==> src/rtl/digit_joiner.sv <==
// Keypad operand assembler: builds a 15-bit sign-magnitude operand from BCD keys, converting one digit per clock on commit.
// Optional backspace key is enabled by defining DIGIT_JOINER_BACKSPACE_EN.
module digit_joiner #(
  parameter int MAX_DIGITS = 4
) (
  input  logic        clk,
  input  logic        rst,
  input  logic        key_valid,
  input  logic [3:0]  key_code,
  input  logic        commit,
  input  logic        clear,
`ifdef DIGIT_JOINER_BACKSPACE_EN
  input  logic        del_key,
`endif
  output logic [15:0] entry_bcd,
  output logic [2:0]  entry_count,
  output logic        entry_neg,
  output logic        busy,
  output logic [14:0] result,
  output logic        result_valid,
  output logic        key_error
);

  typedef enum logic [1:0] {IDLE, ENTRY, CONVERT, DONE} state_t;

  localparam logic [2:0] LIMIT_POS = 3'(MAX_DIGITS);
  localparam logic [2:0] LAST_CYC  = 3'(MAX_DIGITS - 1);

  state_t      state_q;
  logic [15:0] entry_bcd_q;
  logic [2:0]  entry_count_q;
  logic        entry_neg_q;
  logic [15:0] shift_q;
  logic [13:0] acc_q;
  logic [2:0]  cyc_q;
  logic [14:0] result_q;
  logic        result_valid_q;
  logic        key_error_q;

  logic [2:0]  limit_d;
  logic [3:0]  top_digit_d;
  logic [13:0] acc_d;

  // A negative entry gives up one digit to the sign on the display.
  assign limit_d     = entry_neg_q ? LIMIT_POS - 3'd1 : LIMIT_POS;
  assign top_digit_d = shift_q[4*MAX_DIGITS-1 -: 4];
  assign acc_d       = acc_q * 14'd10 + {10'd0, top_digit_d};

  always_ff @(posedge clk) begin
    if (rst) begin
      state_q        <= IDLE;
      entry_bcd_q    <= '0;
      entry_count_q  <= '0;
      entry_neg_q    <= 1'b0;
      shift_q        <= '0;
      acc_q          <= '0;
      cyc_q          <= '0;
      result_q       <= '0;
      result_valid_q <= 1'b0;
      key_error_q    <= 1'b0;
    end else begin
      result_valid_q <= 1'b0;
      key_error_q    <= 1'b0;
      case (state_q)
        IDLE, ENTRY: begin
          if (clear) begin
            entry_bcd_q   <= '0;
            entry_count_q <= '0;
            entry_neg_q   <= 1'b0;
            state_q       <= IDLE;
          end else if (commit) begin
            acc_q   <= '0;
            shift_q <= entry_bcd_q;
            cyc_q   <= '0;
            state_q <= CONVERT;
`ifdef DIGIT_JOINER_BACKSPACE_EN
          end else if (del_key) begin
            if (state_q == IDLE) begin
              key_error_q <= 1'b1;
            end else if (entry_count_q != 3'd0) begin
              entry_bcd_q   <= {4'd0, entry_bcd_q[15:4]};
              entry_count_q <= entry_count_q - 3'd1;
              if (entry_count_q == 3'd1 && !entry_neg_q) state_q <= IDLE;
            end else begin
              entry_neg_q <= 1'b0;
              state_q     <= IDLE;
            end
`endif
          end else if (key_valid) begin
            if (key_code <= 4'd9) begin
              if (entry_count_q < limit_d) begin
                entry_bcd_q   <= {entry_bcd_q[11:0], key_code};
                entry_count_q <= entry_count_q + 3'd1;
                state_q       <= ENTRY;
              end else begin
                key_error_q <= 1'b1;
              end
            end else if (key_code == 4'd10 && entry_count_q == 3'd0 && !entry_neg_q) begin
              entry_neg_q <= 1'b1;
              state_q     <= ENTRY;
            end else begin
              key_error_q <= 1'b1;
            end
          end
        end
        CONVERT: begin
          if (clear) begin
            entry_bcd_q   <= '0;
            entry_count_q <= '0;
            entry_neg_q   <= 1'b0;
            state_q       <= IDLE;
          end else begin
            acc_q   <= acc_d;
            shift_q <= {shift_q[11:0], 4'd0};
            cyc_q   <= cyc_q + 3'd1;
            // Publish on the final digit so the result lands with the DONE state.
            if (cyc_q == LAST_CYC) begin
              result_q       <= {entry_neg_q & (acc_d != 14'd0), acc_d};
              result_valid_q <= 1'b1;
              state_q        <= DONE;
            end
          end
        end
        default: begin
          entry_bcd_q   <= '0;
          entry_count_q <= '0;
          entry_neg_q   <= 1'b0;
          state_q       <= IDLE;
        end
      endcase
    end
  end

  assign entry_bcd    = entry_bcd_q;
  assign entry_count  = entry_count_q;
  assign entry_neg    = entry_neg_q;
  assign busy         = (state_q == CONVERT);
  assign result       = result_q;
  assign result_valid = result_valid_q;
  assign key_error    = key_error_q;

endmodule

==> config.mk <==
export PLATFORM = sky130hd
export DESIGN_NAME = digit_joiner
export DESIGN_NICKNAME = d
export VERILOG_FILES = /design/src/rtl/digit_joiner.sv
export SDC_FILE = /design/constraint.sdc
export NUM_CORES = 1
export LEC_CHECK = 0
export ABC_AREA = 1
export CAP_MARGIN = 20
export CORE_ASPECT_RATIO = 0.7
export CORE_MARGIN = 2
export CORE_UTILIZATION = 45
export DETAILED_ROUTE_END_ITERATION = 10
export PLACE_DENSITY = 0.66
export RECOVER_POWER = 100
export SYNTH_ARGS = -nofsm -noshare
export SYNTH_HDL_FRONTEND = slang
export SYNTH_SLANG_ARGS = --single-unit
==> constraint.sdc <==
create_clock -name clk -period 2.9 [get_ports clk]
set_input_delay 0.87 -clock clk [delete_from_list [all_inputs] [get_ports clk]]
set_output_delay 0.87 -clock clk [all_outputs]
set_load 0.02 [all_outputs]
Word level (Yosys, flattened, before mapping). Index checks and enable logic that the tools add are counted.

Bits in registers: 72. Logic and storage cells: 101. Output and inout bits: 38. Input bits: 9.

Bitwise gates (word level): 5. Magnitude comparators: 2. Multiplexer cells: 47. $add $sub $neg: 3. Multiply operators: 1. Equal/unequal tests: 18. Reduce and logical (&&, ||, !) cells: 15.

Operator list (number): 16-bit two-way mux (9); 16-bit one-hot mux with 2 select lines (2); 14-bit two-way mux (3); 3-bit two-way mux (10); 14-bit one-hot mux with 2 select lines (1); 3-bit != test (second input constant) (6); 2-bit two-way mux (8); 14-bit by 4-bit adder with 14-bit output (1); 14-bit by 3-bit multiplier with 13-bit output (second input constant) (1); 14-bit nonzero test (1); 3-bit one-hot mux with 2 select lines (2); 1-bit two-way mux (10); 5-bit != test (second input constant) (2); 5-bit AND reduction (2); 2-bit != test (second input constant) (4); 4-bit AND reduction (2); 3-bit by 1-bit adder with 3-bit output (second input constant) (2); 5-bit OR reduction (1); 4-bit == test (second input constant) (1); 4-bit <= comparator (second input constant) (1); 4-bit != test (second input constant) (1); 1-bit inverter (4); 2-bit one-hot mux with 2 select lines (1); 3-bit by 2-bit == test with 1-bit output (second input constant) (1); 14 further kinds (15).

Longest topological paths before layout. Gate-level depths: netlist of the first run.

Depth in word-level cells: 9. Mapped depth: 20. Mapped depth without buffers: 20.

Least setup slack after synthesis of the first run. OpenSTA, ideal clock, no wires.

Path kind: register to register. From: register acc_q[1]. To: register result_q[14], in the netlist result[14]. Arrival: 2422 ps. Slack: 347 ps. Clock period less this slack: 2553 ps. Required time: 2769 ps. Cell stages (with the launch flop): 17. Cells stage by stage: dfxtp_1 ha_1 ha_1 inv_1 fa_1 nor2_8 nand3_4 nor2_4 nand3_2 nor2_4 nand3_1 nand2_2 nand2_1 nor2_1 nand2_1 nand2_1 a21oi_2.

Cells in the longest elaborated chain, start to end: 4.

RTL lines: start: declaration (RTL line 34) `logic [13:0] acc_q;`; start signal: assignment (RTL line 56) `acc_q <= '0;`; start signal: assignment (RTL line 72) `acc_q <= '0;`; start signal: assignment (RTL line 113) `acc_q <= acc_d;`; 14-bit by 3-bit multiplier with 13-bit output (RTL line 47) `assign acc_d = acc_q * 14'd10 + {10'd0, top_digit_d};`; 14-bit by 4-bit adder with 14-bit output (RTL line 47); 14-bit nonzero test (RTL line 118) `result_q <= {entry_neg_q & (acc_d != 14'd0), acc_d};`; 1-bit bitwise AND (RTL line 118); end signal: assignment (RTL line 118); end: declaration (RTL line 36) `logic [14:0] result_q;`.

Every way passes these cells. A chain may end at the register's enable or synchronous reset.

Worst setup path in the final report of the first run.
From: input port clear. To: register result_q[10], in the netlist result[10].

Cells in the longest elaborated chain, start to end: 2.

RTL lines: start: declaration (RTL line 11) `input logic clear,`; 1-bit inverter (no line); 3-bit AND reduction (no line).

Every way passes these cells.

==> results of run 1 <==
[layer usage]
metal,vias to the layer above,part of all wire
met5,-,0
met1,1636,0.55
met4,0,0.011
met3,8,0.057
met2,96,0.38
li1,1868,-
[power by group through the flow]
stage	Clock [W]	Combinational [W]	Sequential, W
floorplan	0	0.000123	0.00105
global placement	0	0.000204	0.00104
detailed placement	0	0.000207	0.00104
CTS	0.00121	0.000209	0.00102
global route	0.00125	0.000226	0.00102
finish	0.00120	0.000202	0.00102
[cells in the mapped netlist]
cell and instances:
sky130_fd_sc_hd__buf_1 3, sky130_fd_sc_hd__buf_4 1, sky130_fd_sc_hd__nor2_8 1, sky130_fd_sc_hd__nand2_1 137, sky130_fd_sc_hd__or2_2 1, sky130_fd_sc_hd__nand2_4 1, sky130_fd_sc_hd__o21ai_0 23, sky130_fd_sc_hd__a31oi_1 13
sky130_fd_sc_hd__nand4_1 3, sky130_fd_sc_hd__or2_1 1, sky130_fd_sc_hd__xnor2_1 2, sky130_fd_sc_hd__nor3_1 3, sky130_fd_sc_hd__o21a_1 1, sky130_fd_sc_hd__clkbuf_1 14, sky130_fd_sc_hd__nand3_2 1, sky130_fd_sc_hd__nand2_2 10
sky130_fd_sc_hd__a211oi_1 2, sky130_fd_sc_hd__nand3_4 2, sky130_fd_sc_hd__inv_2 9, sky130_fd_sc_hd__o21ai_1 7, sky130_fd_sc_hd__nor4_1 1, sky130_fd_sc_hd__a2bb2oi_1 2, sky130_fd_sc_hd__dfxtp_1 71, sky130_fd_sc_hd__a21oi_2 1
sky130_fd_sc_hd__inv_1 45, sky130_fd_sc_hd__ha_1 28, sky130_fd_sc_hd__o211ai_1 2, sky130_fd_sc_hd__buf_2 2, sky130_fd_sc_hd__nand3_1 60, sky130_fd_sc_hd__a21oi_1 50, sky130_fd_sc_hd__fa_1 2, sky130_fd_sc_hd__nor2_1 22
sky130_fd_sc_hd__nor2_4 8, sky130_fd_sc_hd__xor2_1 2, sky130_fd_sc_hd__or2_4 1
[flip-flops by register name, indices dropped and copies added, names as in the netlist]
register and flops:
entry_neg 1, state_q 2, result 15, entry_count 3, key_error 1, shift_q 16, result_valid 1, cyc_q 3
acc_q 13, entry_bcd 16
[logic make-up after synthesis]
family | Yosys count | share of synthesized area
buffers and inverters | 74 | 0.0735
AOI/OAI and AO/OA | 101 | 0.141
and+or+nand+nor | 252 | 0.307
adders and majority gates | 30 | 0.101
xor gates and xnor gates | 4 | 0.00907
DFF | 71 | 0.368
[worst max-delay path, delay by kind of cell]
kind | cells | cell delay (ns)
buffers and inverters | 4 | 1.08
AO/OA/AOI/OAI | 1 | 0.18
AND/OR/NAND/NOR | 3 | 0.81
[cell usage in the layout, fill, tap and decap left out, types with 2 or more instances in the layout]
cell type | synthesis | layout
sky130_fd_sc_hd__nand4_1 | 3 | 3
sky130_fd_sc_hd__nand2_1 | 137 | 137
sky130_fd_sc_hd__nor2_4 | 8 | 5
sky130_fd_sc_hd__a31oi_1 | 13 | 13
sky130_fd_sc_hd__inv_2 | 9 | 6
sky130_fd_sc_hd__nor3_1 | 3 | 3
sky130_fd_sc_hd__nand2_2 | 10 | 10
sky130_fd_sc_hd__clkbuf_16 | 0 | 9
sky130_fd_sc_hd__a2bb2oi_1 | 2 | 2
sky130_fd_sc_hd__nor2_1 | 22 | 25
sky130_fd_sc_hd__dfxtp_2 | 0 | 2
sky130_fd_sc_hd__o21ai_1 | 7 | 4
sky130_fd_sc_hd__buf_4 | 1 | 9
sky130_fd_sc_hd__clkdlybuf4s50_1 | 0 | 7
sky130_fd_sc_hd__xnor2_1 | 2 | 2
sky130_fd_sc_hd__bufinv_16 | 0 | 2
sky130_fd_sc_hd__o211ai_1 | 2 | 2
sky130_fd_sc_hd__dfxtp_1 | 71 | 69
sky130_fd_sc_hd__clkinvlp_4 | 0 | 3
sky130_fd_sc_hd__nand3_1 | 60 | 60
sky130_fd_sc_hd__clkbuf_1 | 14 | 4
sky130_fd_sc_hd__ha_1 | 28 | 28
sky130_fd_sc_hd__a211oi_1 | 2 | 2
sky130_fd_sc_hd__o21ai_0 | 23 | 26
sky130_fd_sc_hd__dlygate4sd3_1 | 0 | 39
sky130_fd_sc_hd__nand3_4 | 2 | 2
sky130_fd_sc_hd__xor2_1 | 2 | 2
sky130_fd_sc_hd__a21oi_1 | 50 | 50
sky130_fd_sc_hd__inv_1 | 45 | 47
[stage by stage]
step | instances | hold slack [ns]
3_3_place_gp | 676 | 0.453
4_1_cts | 692 | 0.471
2_1_floorplan | 532 | 0.433
6_report | 692 | 0.466
5_1_grt | 692 | 0.487
3_5_place_dp | 676 | 0.462
[timing repair]
item	4_1_cts	5_1_grt
setup buffers	0	0
endpoints found under the setup margin	0	1
resized for setup	0	3
[final timing paths]
check                                 from    endpoint  slack, ns  cells past startpoint
worst min register to register  shift_q[1]  shift_q[1]       0.47                      2
worst max register to register    acc_q[1]  result[14]       0.23                     16
worst min-delay path            shift_q[1]  shift_q[1]       0.47                      2
worst max-delay path                 clear  result[10]       0.22                      8
[layout make-up]
type,count,share of cell area
multi-input combinational,387,0.449
sequential,71,0.299
timing repair buffer,59,0.114
clock buffer,9,0.0473
inverter,54,0.0426
tap,105,0.0276
clock inverter,7,0.0202
==> implementation parameters, run 1 <==
Parameter                              Value

Clocking
  Clock Tree Buf Depth ... 2
  Clock transition at the register clock pins on the worst setup and hold paths after CTS ... 0.06 ns
  Hold bufs inserted after CTS ... 0
  CTS tree ... done
  Clock insertion delay at the later pin of the skew report ... 0.34 ns
  CTS Buf Count ... 9
  CTS sink count ... 71
  Number of H-tree levels ... 3
  Clock root buffer ... sky130_fd_sc_hd__clkbuf_16

Routing
  1st-pass router iterations ... 6
  Antenna viol nets, final ... 0
  Detail-routed net length per standard cell ... 14.5 um
  First-iteration detailed-routing DRC count ... 233
  DR DRC count ... 0
  Via count ... 3608
  Post-DR vias/cell ... 5.21
  Sum of routed wire length over all layers ... 10.0 mm

STA
  Final worst path period need ... 2.68 ns
  Aggregate negative setup slack ... 0 ns
  Clk_skew ... 0.00809 ns
  FMAX ... 372 MHz
  Least setup slack across all paths after layout ... 0.215 ns
  Transition time at the pin with the least slew margin ... 0.998 ns
  Slew Viols, Final ... 0
  Setup repair after global routing missed its margin ... no
  Final critical-path share of the clock period ... 0.926
  Final Hold Violating Endpoints ... 0
  Final Setup Violations ... 0
  Worst max-slew margin expressed relative to the limit ... 0.335

Hold path
  Class of the worst hold path ... reg -> reg

Placed design
  Setup slack after placement ... 0.147 ns
  Buffers on Ports ... 46
  Placed inst area ... 4470 um^2
  Final HPWL DP ... 7.39 mm
  Final estimated routing congestion in global placement ... 0.872

Floorplan
  Number of top-level design ports ... 47
  Row Count ... 28
  Die Area ... 9350 um^2
  Die height ... 81.5 um
  Initial cell density of the core ... 0.460
  Placeable core area ... 8410 um^2
  Horiz. Die Dim ... 115 um

Final layout
  Final nets ... 621
  Area growth syn-to-layout ... 23.2%
  Register area ... 1420 um^2
  Share of layout cells above drive strength 1 ... 0.0971
  Antenna diode count ... 0
  Layout fillers ... 775
  Core Util, Final ... 0.566
  Multi-input combinational cell area ... 2140 um^2
  Post-route cell area ... 4760 um^2

Outcome
  Status ... complete, no violations

Power
  Combinational fraction of design power ... 0.083
  Power density normalized to cell area ... 508 nW/um^2
  Worst IR drop on VDD ... 359 uV
  Leakage Power ... 2.10 nW
  Final total power ... 0.00242 W
  Part of the power in registers ... 0.421
  Psw ... 0.000597 W
  Clock share of power ... 0.495
  Sw Share ... 0.247
  Int Power ... 0.00182 W

Synthesis
  Distinct cells, synth ... 35
  Post-Synthesis Cells ... 532
  Flip-flop and latch count after synthesis ... 71
  Syn Std Cell Area ... 3860 um^2
  Syn. warnings ... 0
  Post-Syn Area per Cell ... 7.26 um^2
  Post-Syn Nets ... 571
  Cell taking the most area after synthesis ... sky130_fd_sc_hd__dfxtp_1
  Sequential share of the synthesized area ... 0.368
  Area share of the largest cell type after synthesis ... 0.368
  Top area cells in the synthesized netlist ... sky130_fd_sc_hd__dfxtp_1 (37%), sky130_fd_sc_hd__nand2_1 (13%), sky130_fd_sc_hd__ha_1 (9.1%)

Critical path
  Top cell by count, worst path ... sky130_fd_sc_hd__nor2_1
  Type of origin of the critical path ... primary input
  Data required time of the critical path ... 3.16 ns
  Cell with the biggest individual delay on the critical path ... sky130_fd_sc_hd__dlygate4sd3_1
  Critical Path, Cell by Cell ... dlygate4sd3_1 > nor2_1 > inv_2 > nor2_1 > inv_1 > nor2_1 > inv_2 > o21ai_0
  Crit path kind ... in -> reg
  Slowest cell delay on critical path ... 0.58 ns
  Category of the worst setup path capture point ... register
  Worst Path Max Fanout ... 14
  Worst Path Arrival ... 2.95 ns

Global route
  Global route hottest layer ... met1
  Final global-route overflow total ... 0
  Overall track demand over capacity in global routing ... 0.225
  Antenna violations before repair ... 0
  First-pass GRT wire length ... 16.4 mm
  Met2 routing resource usage after global routing ... 0.295
  Global routing met3 resource utilization ... 0.0465
  Met1 Use GR ... 0.361
  Largest net degree at the start of global routing ... 27
  Via count of the first global-routing pass ... 3262

Run
  Max-capacitance violation count ... 0
(Power assumes the default switching activity.)
==> run 2: changes to the inputs <==
- ABC_AREA: 1 -> unset
==> implementation parameters, run 2 <==
Parameter                              Value

Outcome
  Status ... complete, no violations

Power
  Clock share of power ... 0.474
  Sw Share ... 0.234
  Leakage Power ... 2.07 nW
  Int Power ... 0.00175 W
  Psw ... 0.000534 W
  Worst IR drop on VDD ... 326 uV
  Part of the power in registers ... 0.445
  Final total power ... 0.00228 W
  Combinational fraction of design power ... 0.082
  Power density normalized to cell area ... 461 nW/um^2

Hold path
  Class of the worst hold path ... reg -> reg

Critical path
  Worst Path Max Fanout ... 4
  Slowest cell delay on critical path ... 0.37 ns
  Category of the worst setup path capture point ... register
  Buffers plus inverters on the worst setup path ... 2
  Crit path kind ... reg -> reg
  Top cell by count, worst path ... sky130_fd_sc_hd__ha_4
  Critical Path, Cell by Cell ... ha_4 > ha_4 > inv_2 > fa_2 > nand2b_4 > a21oi_2 > xor2_1 > nand4_1 > buf_4 > nor2b_4 > xor2_2 > o41ai_2 > o211ai_1
  Data required time of the critical path ... 3.11 ns
  Cell with the biggest individual delay on the critical path ... sky130_fd_sc_hd__fa_2
  Kind of cell adding the most delay to the critical path ... adder cells
  Worst Path Arrival ... 3.10 ns
  Type of origin of the critical path ... register

STA
  Final Setup Violations ... 0
  Transition time at the pin with the least slew margin ... 1.07 ns
  Worst max-slew margin expressed relative to the limit ... 0.285
  Final critical-path share of the clock period ... 0.999
  FMAX ... 345 MHz
  Least setup slack across all paths after layout ... 0.00424 ns
  Final Hold Violating Endpoints ... 0
  Slew Viols, Final ... 0
  Setup repair after global routing missed its margin ... yes
  Aggregate negative setup slack ... 0 ns
  Clk_skew ... 0.00434 ns
  Final worst path period need ... 2.90 ns

Routing
  Post-DR vias/cell ... 5.40
  Sum of routed wire segments on met1 ... 4.96 mm
  Topmost layer with routed signal wires ... met4
  Sum of routed wire length over all layers ... 9.74 mm
  Wire length on met3 ... 554 um
  Detail-routed net length per standard cell ... 15.9 um
  1st-pass router iterations ... 4
  Antenna viol nets, final ... 0
  DR DRC count ... 0
  Via count ... 3306
  Met2 layer wire length in the routed design ... 4.06 mm
  First-iteration detailed-routing DRC count ... 187

Synthesis
  Syn Std Cell Area ... 3770 um^2
  Top area cells in the synthesized netlist ... sky130_fd_sc_hd__dfxtp_1 (38%), sky130_fd_sc_hd__ha_1 (9.3%), sky130_fd_sc_hd__nor2_1 (6.9%)
  Synth Area in Compound Gates ... 0.184
  Top-count cell post-synth ... sky130_fd_sc_hd__dfxtp_1
  Post-Synthesis Cells ... 438
  Synthesized-area fraction occupied by xor and xnor cells ... 0.0477
  Cell taking the most area after synthesis ... sky130_fd_sc_hd__dfxtp_1
  Distinct cells, synth ... 59
  Post-Syn Area per Cell ... 8.62 um^2
  EDFF count, synth ... 0
  Syn. warnings ... 0
  Fraction of synthesis flops using an asynchronous set or reset pin ... 0
  Area share of the largest cell type after synthesis ... 0.377
  Portion of netlist area occupied by mux cells ... 0.0318
  Post-Syn Nets ... 477
  Sequential share of the synthesized area ... 0.377
  Synthesized-area fraction occupied by adder cells ... 0.103
  Simple-gate share of the synthesized area ... 0.216
  Flip-flop and latch count after synthesis ... 71
  Dominant combinational cell family by area after synthesis ... simple AND/OR/NAND/NOR gates
  Most frequently used flop master after synthesis ... sky130_fd_sc_hd__dfxtp_1
  Most common library cells after synthesis ... sky130_fd_sc_hd__dfxtp_1 (71), sky130_fd_sc_hd__nor2_1 (69), sky130_fd_sc_hd__nand2_1 (38)

Clocking
  Clock root buffer ... sky130_fd_sc_hd__clkbuf_16
  Clock transition at the register clock pins on the worst setup and hold paths after CTS ... 0.05 ns
  Clock Tree Buf Depth ... 2
  CTS Buf Count ... 9
  CTS tree ... done
  Clock insertion delay at the later pin of the skew report ... 0.33 ns
  Number of H-tree levels ... 3
  CTS sink count ... 71
  Hold bufs inserted after CTS ... 0

Placed design
  Buffers on Ports ... 46
  Final HPWL DP ... 6.86 mm
  Placed cell count ... 592
  Setup slack after placement ... -0.0641 ns
  Final estimated routing congestion in global placement ... 0.898

Floorplan
  Number of top-level design ports ... 47
  Row Count ... 27
  Placeable core area ... 8010 um^2
  Initial cell density of the core ... 0.471
  Die height ... 80.6 um
  Horiz. Die Dim ... 113 um
  Die Area ... 9150 um^2

Global route
  Final global-route overflow total ... 0
  Largest net degree at the start of global routing ... 31
  Antenna violations before repair ... 0
  First-pass GRT wire length ... 15.9 mm
  Overall track demand over capacity in global routing ... 0.226
  Via count of the first global-routing pass ... 3165

Final layout
  Final cell count without fillers ... 612
  Final nets ... 545
  Area growth syn-to-layout ... 31.2%
  Antenna diode count ... 0
  Commonest non-fill, non-tap cells in the layout ... sky130_fd_sc_hd__nor2_1 (67), sky130_fd_sc_hd__dfxtp_1 (67), sky130_fd_sc_hd__dlygate4sd3_1 (40)
  Core Util, Final ... 0.618
  Share of layout cells above drive strength 1 ... 0.176

Run
  Max-capacitance violation count ... 0
run 2: cell families after synthesis:
family                     after synthesis
AOI/OAI and AO/OA                       98
xor gates and xnor gates                18
adders and majority gates               30
buffers and inverters                   38
DFF                                     71
muxes                                   12
and+or+nand+nor                        171
run 2: layer usage:
metal	global-route usage	vias to the layer above
met5	0	-
met4	0.0732	0
met3	0.0709	14
met2	0.315	79
met1	0.328	1533
li1	-	1680
run 2: final timing paths:
kind,depth (start not counted),endpoint,from,slack [ns]
setup reg to reg,13,result[14],acc_q[1],0.004
setup / recovery,13,result[14],acc_q[1],0.004
hold / removal,2,result[0],result[0],0.45
hold reg to reg,2,result[0],result[0],0.45
run 2: power by group through the flow:
stage          logic (W)  registers (W)  clock network (W)
6_report        0.000186        0.00102            0.00108
3_5_place_dp    0.000189        0.00104                  0
2_1_floorplan   0.000114        0.00104                  0
3_3_place_gp    0.000186        0.00104                  0
4_1_cts         0.000191        0.00102            0.00110
5_1_grt         0.000208        0.00102            0.00115
run 2: worst register-to-register path, stage by stage, from the launching register on:
cell	delay [ns]
sky130_fd_sc_hd__dfxtp_2	0.33
sky130_fd_sc_hd__ha_4	0.28
sky130_fd_sc_hd__ha_4	0.13
sky130_fd_sc_hd__inv_2	0.04
sky130_fd_sc_hd__fa_2	0.37
sky130_fd_sc_hd__nand2b_4	0.18
sky130_fd_sc_hd__a21oi_2	0.15
sky130_fd_sc_hd__xor2_1	0.26
sky130_fd_sc_hd__nand4_1	0.19
sky130_fd_sc_hd__buf_4	0.19
sky130_fd_sc_hd__nor2b_4	0.15
sky130_fd_sc_hd__xor2_2	0.09
sky130_fd_sc_hd__o41ai_2	0.30
sky130_fd_sc_hd__o211ai_1	0.12
run 2: what timing repair did:
item                                    CTS  global route
pin swaps                                 5            15
hold endpoints to repair                  0             0
gates resized for setup                  14            18
setup buffers                             1             3
gates cloned                              0             0
endpoints found under the setup margin    5             8
run 2: cell type report:
type	count	area, um^2
clock buffers	12	246
clock inverters	4	45.0
fillers	687	3060
inverters	14	52.6
multi-input cells	329	2360
flip-flops and latches	71	1430
well taps	101	126
repair buffers	81	692
run 2: metrics by stage:
| step | hold slack, ns | area [um^2] |
|---|---|---|
| detailed placement | 0.450 | 4500 |
| global placement | 0.443 | 4500 |
| floorplan | 0.444 | 3780 |
| CTS | 0.458 | 4860 |
| finish | 0.450 | 4950 |
| global route | 0.464 | 4950 |
==> patch 1 (config.mk and constraints of run 2) <==
Register the output `entry_count` once more, cleared by the reset; this adds one clock of latency there. The other outputs are not delayed to match.
--- a/src/rtl/digit_joiner.sv
+++ b/src/rtl/digit_joiner.sv
@@ -132,7 +132,13 @@
   end
 
   assign entry_bcd    = entry_bcd_q;
-  assign entry_count  = entry_count_q;
+  always_ff @(posedge clk) begin
+    if (rst) begin
+      entry_count <= '0;
+    end else begin
+      entry_count <= entry_count_q;
+    end
+  end
   assign entry_neg    = entry_neg_q;
   assign busy         = (state_q == CONVERT);
   assign result       = result_q;
Function: changed (Yosys sat finds a counterexample within 4 cycles, from zero or initial values and one cycle with rst high).
==> patch 1 against run 2 <==
Synthesized cell count decreased by 1.4%; critical endpoint is now result[13]$_SDFFE_PP0P_; cell area increased by 0.30%; wire length decreased by 4.9%; sequential power increased by 4%; sequential cell count increased by 3; area after synthesis decreased by 0.83%; critical path depth increased by 1; power increased by 1.4%; final cell count decreased by 0.49%; critical path type unchanged; the flow now finishes with violations (design-rule violations); setup slack improved by 0.014 ns; count of clock-buffer cells in the layout decreased by 1.
==> patch 1: results (changes against run 2) <==
Status:
- The run finished, with violations left.
- The final reports fail on design-rule violations.

Routing:
- The post-detailed-routing wire length was 9.27 mm (-4.9%).
- The wire length on met1 is 4.70 mm (-5.4%).
- The residual DRC count is 4 (+4).
- The routed wire length on met2 was 3.96 mm (-2.4%).
- The DRC marker count from the first detailed-route iteration is 228 (+22%).
- The detailed-router iteration count before antenna repair is 7 (+3).
- The amount of wire on met3 after detailed routing is 457 um (-18%).

Logic synthesis:
- In the synthesized netlist, the cells that appear most often are sky130_fd_sc_hd__dfxtp_1, sky130_fd_sc_hd__nor2_1, sky130_fd_sc_hd__a21oi_1, sky130_fd_sc_hd__nand2_1, sky130_fd_sc_hd__ha_1.
- Sorting the synthesized cells by area gives the leading types as sky130_fd_sc_hd__dfxtp_1, sky130_fd_sc_hd__ha_1, sky130_fd_sc_hd__nor2_1.

Layout:
- The clock network contribution to total cell area is 5.87% (-0.018 points).
- The clock buffer count in the final layout is 11 (-1).
- The fraction of area in registers is 29.9% (+1.1 points).
- The ratio of cells with drive above 1 in the final layout is 18.3% (+0.69 points).

Pwr:
- The switching share of power is 24.9% (+1.5 points).
- The leakage power summed over all cells is 2.14 nW (+3.3%).
- The power consumed by sequential cells is 1.06 mW (+4%).
- The maximum resistive drop on vdd is 336 uV (+3.1%).
- The net switching component of the power is 0.577 mW (+8.0%).

Critical path:
- The maximum fanout along the worst path was 3 (-1).
- The depth of the most critical reg-to-reg path is 14 (+1).
- The arrival time at the worst endpoint is 3.08 ns (-0.02 ns).
- In this run the critical register-to-register path is captured at result[13]$_SDFFE_PP0P_.
- The maximum single-stage delay on the critical path was 0.35 ns (-0.02 ns).

Place:
- The cell area after placement is 0.00449 mm^2 (-0.11%).
- The final estimated routing congestion in global placement is 0.825 (-8.1%).
- The HPWL after detailed placement is 6.53 mm (-4.7%).

Global route:
- The met1 demand-to-capacity share in global routing is 30.4% (-2.5 points).
- The wire length of the first global-routing pass is 15.5 mm (-2.6%).
- The largest net degree at the start of global routing is 38 (+23%).
- The overall global routing resource usage is 22.0% (-0.58 points).
- The met2 routing resource usage after global routing is 33.0% (+1.5 points).

Floorplanning:
- The overall die area came to 0.00907 mm^2 (-0.79%).

Timing:
- The clock tree skew after final layout is 0.00428 ns (-0.0000556 ns).

Clock tree:
- The post-cts resize count is 20 (+6).
- The setup fix buffers added after clock tree synthesis is 2 (+1).

Hold path:
- The terminating pin of the worst hold path is result[5]$_SDFFE_PP0P_.
==> patch 1: changes by cell type after synthesis, sizes merged, moves of 3 or more <==
cell | run 2 | this run
a2111oi | 3 | 0
clkbuf | 18 | 21
dfxtp | 71 | 74
nand3 | 24 | 21
==> patch 1: through the flow <==
stage / setup WS (ns) / std cells
6_report: 0.0185 / 609
5_1_grt: -0.183 / 609
4_1_cts: 0.00684 / 604
3_5_place_dp: -0.233 / 586
3_3_place_gp: -0.0884 / 586
2_1_floorplan: 0.0167 / 432
==> patch 1: cell families (layout without fill, tap and decap cells) <==
| logic type | after synthesis | in the layout | share of synthesized area (%) |
|---|---|---|---|
| XOR/XNOR | 17 | 17 | 4.75 |
| AO/OA/AOI/OAI | 98 | 98 | 17.7 |
| adder cells (fa/ha/maj) | 30 | 30 | 10.4 |
| multiplexers | 12 | 12 | 3.21 |
| buffers and inverters | 37 | 113 | 3.95 |
| AND/OR/NAND/NOR | 164 | 164 | 20.4 |
| flip-flops | 74 | 74 | 39.6 |
==> patch 2 (config.mk and constraints of run 2) <==
Without the edit above. Change the parameter `MAX_DIGITS` from 4 to 3.
--- a/src/rtl/digit_joiner.sv
+++ b/src/rtl/digit_joiner.sv
@@ -1,7 +1,7 @@
 // Keypad operand assembler: builds a 15-bit sign-magnitude operand from BCD keys, converting one digit per clock on commit.
 // Optional backspace key is enabled by defining DIGIT_JOINER_BACKSPACE_EN.
 module digit_joiner #(
-  parameter int MAX_DIGITS = 4
+  parameter int MAX_DIGITS = 3
 ) (
   input  logic        clk,
   input  logic        rst,
Function: changed (a bounded check fails within 10 cycles, from zero or initial values and one cycle with rst high).
==> patch 2 against run 2 <==
The run now ends with negative setup slack left; area after synthesis decreased by 9.9%; first-iteration DRC count grew 16%; fmax decreased by 14%; power decreased by 15%; core utilization grew 4.3 points; cell area is 2.2% lower; wire length fell by 3.8%; largest power group is now registers; setup slack lost 0.47 ns; sequential share of layout area down 0.86 points; sequential cell count decreased by 4.
==> patch 2: results (changes against run 2) <==
Logic synthesis:
- The xor/xnor share of the synthesized area is 4.60% (-0.17 points).
- The adder-cell share of the synthesized area came to 10.7% (+0.40 points).
- The post-synthesis sequential area ratio was 39.5% (+1.8 points).
- The post-synthesis compound-gate area fraction is 18.1% (-0.33 points).
- The post-synthesis area per instance was 8.33 um^2 (-3.3%).
- The post-synthesis net count came to 445 (-6.7%).
- The proportion of synthesized area in mux cells is 0% (-3.2 points).
- The number of different library cells in the post-synthesis netlist is 49 (-17%).
- The share of synthesized flip-flops with an asynchronous set or reset was 0% (unchanged).

Global route:
- The number of global-route vias before repair came to 3040 (-3.9%).
- The overall global routing resource usage is 23.7% (+1.0 points).
- The wire length of the first global-routing pass came to 15.2 mm (-4.1%).
- The largest net degree at the start of global routing is 25 (-19%).

Routing:
- The DRC marker count from the first detailed-route iteration is 217 (+16%).
- The average wire per cell in the routed design came to 15.4 um (-3.5%).
- The via count normalized by instance count came to 5.38 (-0.34%).

Place:
- The final estimated routing congestion in global placement is 0.899 (about the same).
- The minimum setup slack after placement was -0.479 ns (-0.415 ns).
- The HPWL after detailed placement is 6.67 mm (-2.7%).
- The cell count after placement was 589 (-0.51%).
- The cell area after placement was 0.00436 mm^2 (-3.1%).

Layout:
- The ratio of cells with drive above 1 in the final layout is 24.6% (+7.0 points).
- The number of standard cells in the layout, taps in and fillers out is 610 (-0.33%).
- The count of nets after finishing was 544 (-0.18%).
- The final-layout fill cell count was 631 (-8.2%).

Pwr:
- The maximum resistive drop on vdd is 303 uV (-6.9%).
- The leakage power summed over all cells was 1.98 nW (-4.2%).

Critical path:
- The maximum fanout along the worst path was 3 (-1).
- The kind of cell with the highest combined delay on the critical path is simple AND/OR/NAND/NOR gates.
- The cell with the largest stage delay on the worst path is sky130_fd_sc_hd__or4b_4.
- The arrival time at the worst endpoint is 3.58 ns (+0.48 ns).

Timing:
- The slew at the pin closest to its max-slew limit is 1.03 ns (-0.0458 ns).
- The number of setup violations in the final report came to 60 (+60).
- The setup total negative slack came to -12.85 ns (-12.85 ns).
- The clock tree skew after final layout is 0.00521 ns (+0.000878 ns).
- The smallest setup slack after layout is -0.467 ns (-0.471 ns).

Clock tree:
- The clock-pin slew reported for the worst setup and hold paths after clock tree synthesis is 0.07 ns (+0.02 ns).
- Clock tree synthesis selected as its root buffer the cell sky130_fd_sc_hd__clkbuf_8.
- The insertion delay to the later sink of the worst-skew pair is 0.35 ns (+0.02 ns).

Status:
- The flow ran to the end, but the final reports show violations.
- The final reports fail on negative setup slack.
## patch 2: routing by layer
metal,GRT usage [%],vias to the layer above,routed length [um]
met1,34.9,1549,4540
met3,6.29,14,687
met4,5.90,0,118
li1,-,1629,-
met5,0,-,0
met2,34.2,92,4030
## patch 2: repair_timing
| item | in CTS | in global routing |
|---|---|---|
| setup endpoints to repair | 9 | 8 |
| gates cloned | 0 | 0 |
| buffers inserted | 3 | 2 |
| resized for setup | 37 | 6 |
| pin swaps | 16 | 4 |
| hold buffers | 0 | 0 |
## patch 2: area by class of cell
class                      instances  area, um^2  area share [%]
clock buffer                      11         131            2.71
clock inverter                     5        77.6            1.60
inverter                           8        30.0           0.620
multi-input combinational        312        2200            45.4
sequential                        67        1350            27.9
tap                               98         123            2.53
timing repair buffer             109         928            19.2
## patch 2: logic make-up after synthesis
group           count (synthesis)
buf+inv                        29
compound gates                 99
flops                          67
simple gates                  168
fa+ha+maj                      28
xor+xnor                       17
## patch 2: worst reg2reg max path: cells and delay by family (launching register included)
| kind | cells | cell delay, ns |
|---|---|---|
| AOI/OAI and AO/OA | 3 | 0.58 |
| and+or+nand+nor | 2 | 1.12 |
| xor gates and xnor gates | 2 | 0.40 |
| DFF | 1 | 0.34 |
| adders and majority gates | 3 | 0.80 |
## patch 2: power breakdown
group	internal (mW)	switching, mW
registers	0.929	0.0102
logic	0.0564	0.105
clock network	0.482	0.354
total	1.47	0.469
## patch 2: final timing paths
kind	start	slack (ns)	endpoint	depth (start not counted)
min	entry_bcd[14]$_SDFFE_PP0P_	0.45	entry_bcd[14]$_SDFFE_PP0P_	2
min reg2reg	entry_bcd[14]$_SDFFE_PP0P_	0.45	entry_bcd[14]$_SDFFE_PP0P_	2
max	acc_q[3]$_SDFFE_PP0P_	-0.47	result[14]$_SDFFE_PP0P_	10
max reg2reg	acc_q[3]$_SDFFE_PP0P_	-0.47	result[14]$_SDFFE_PP0P_	10
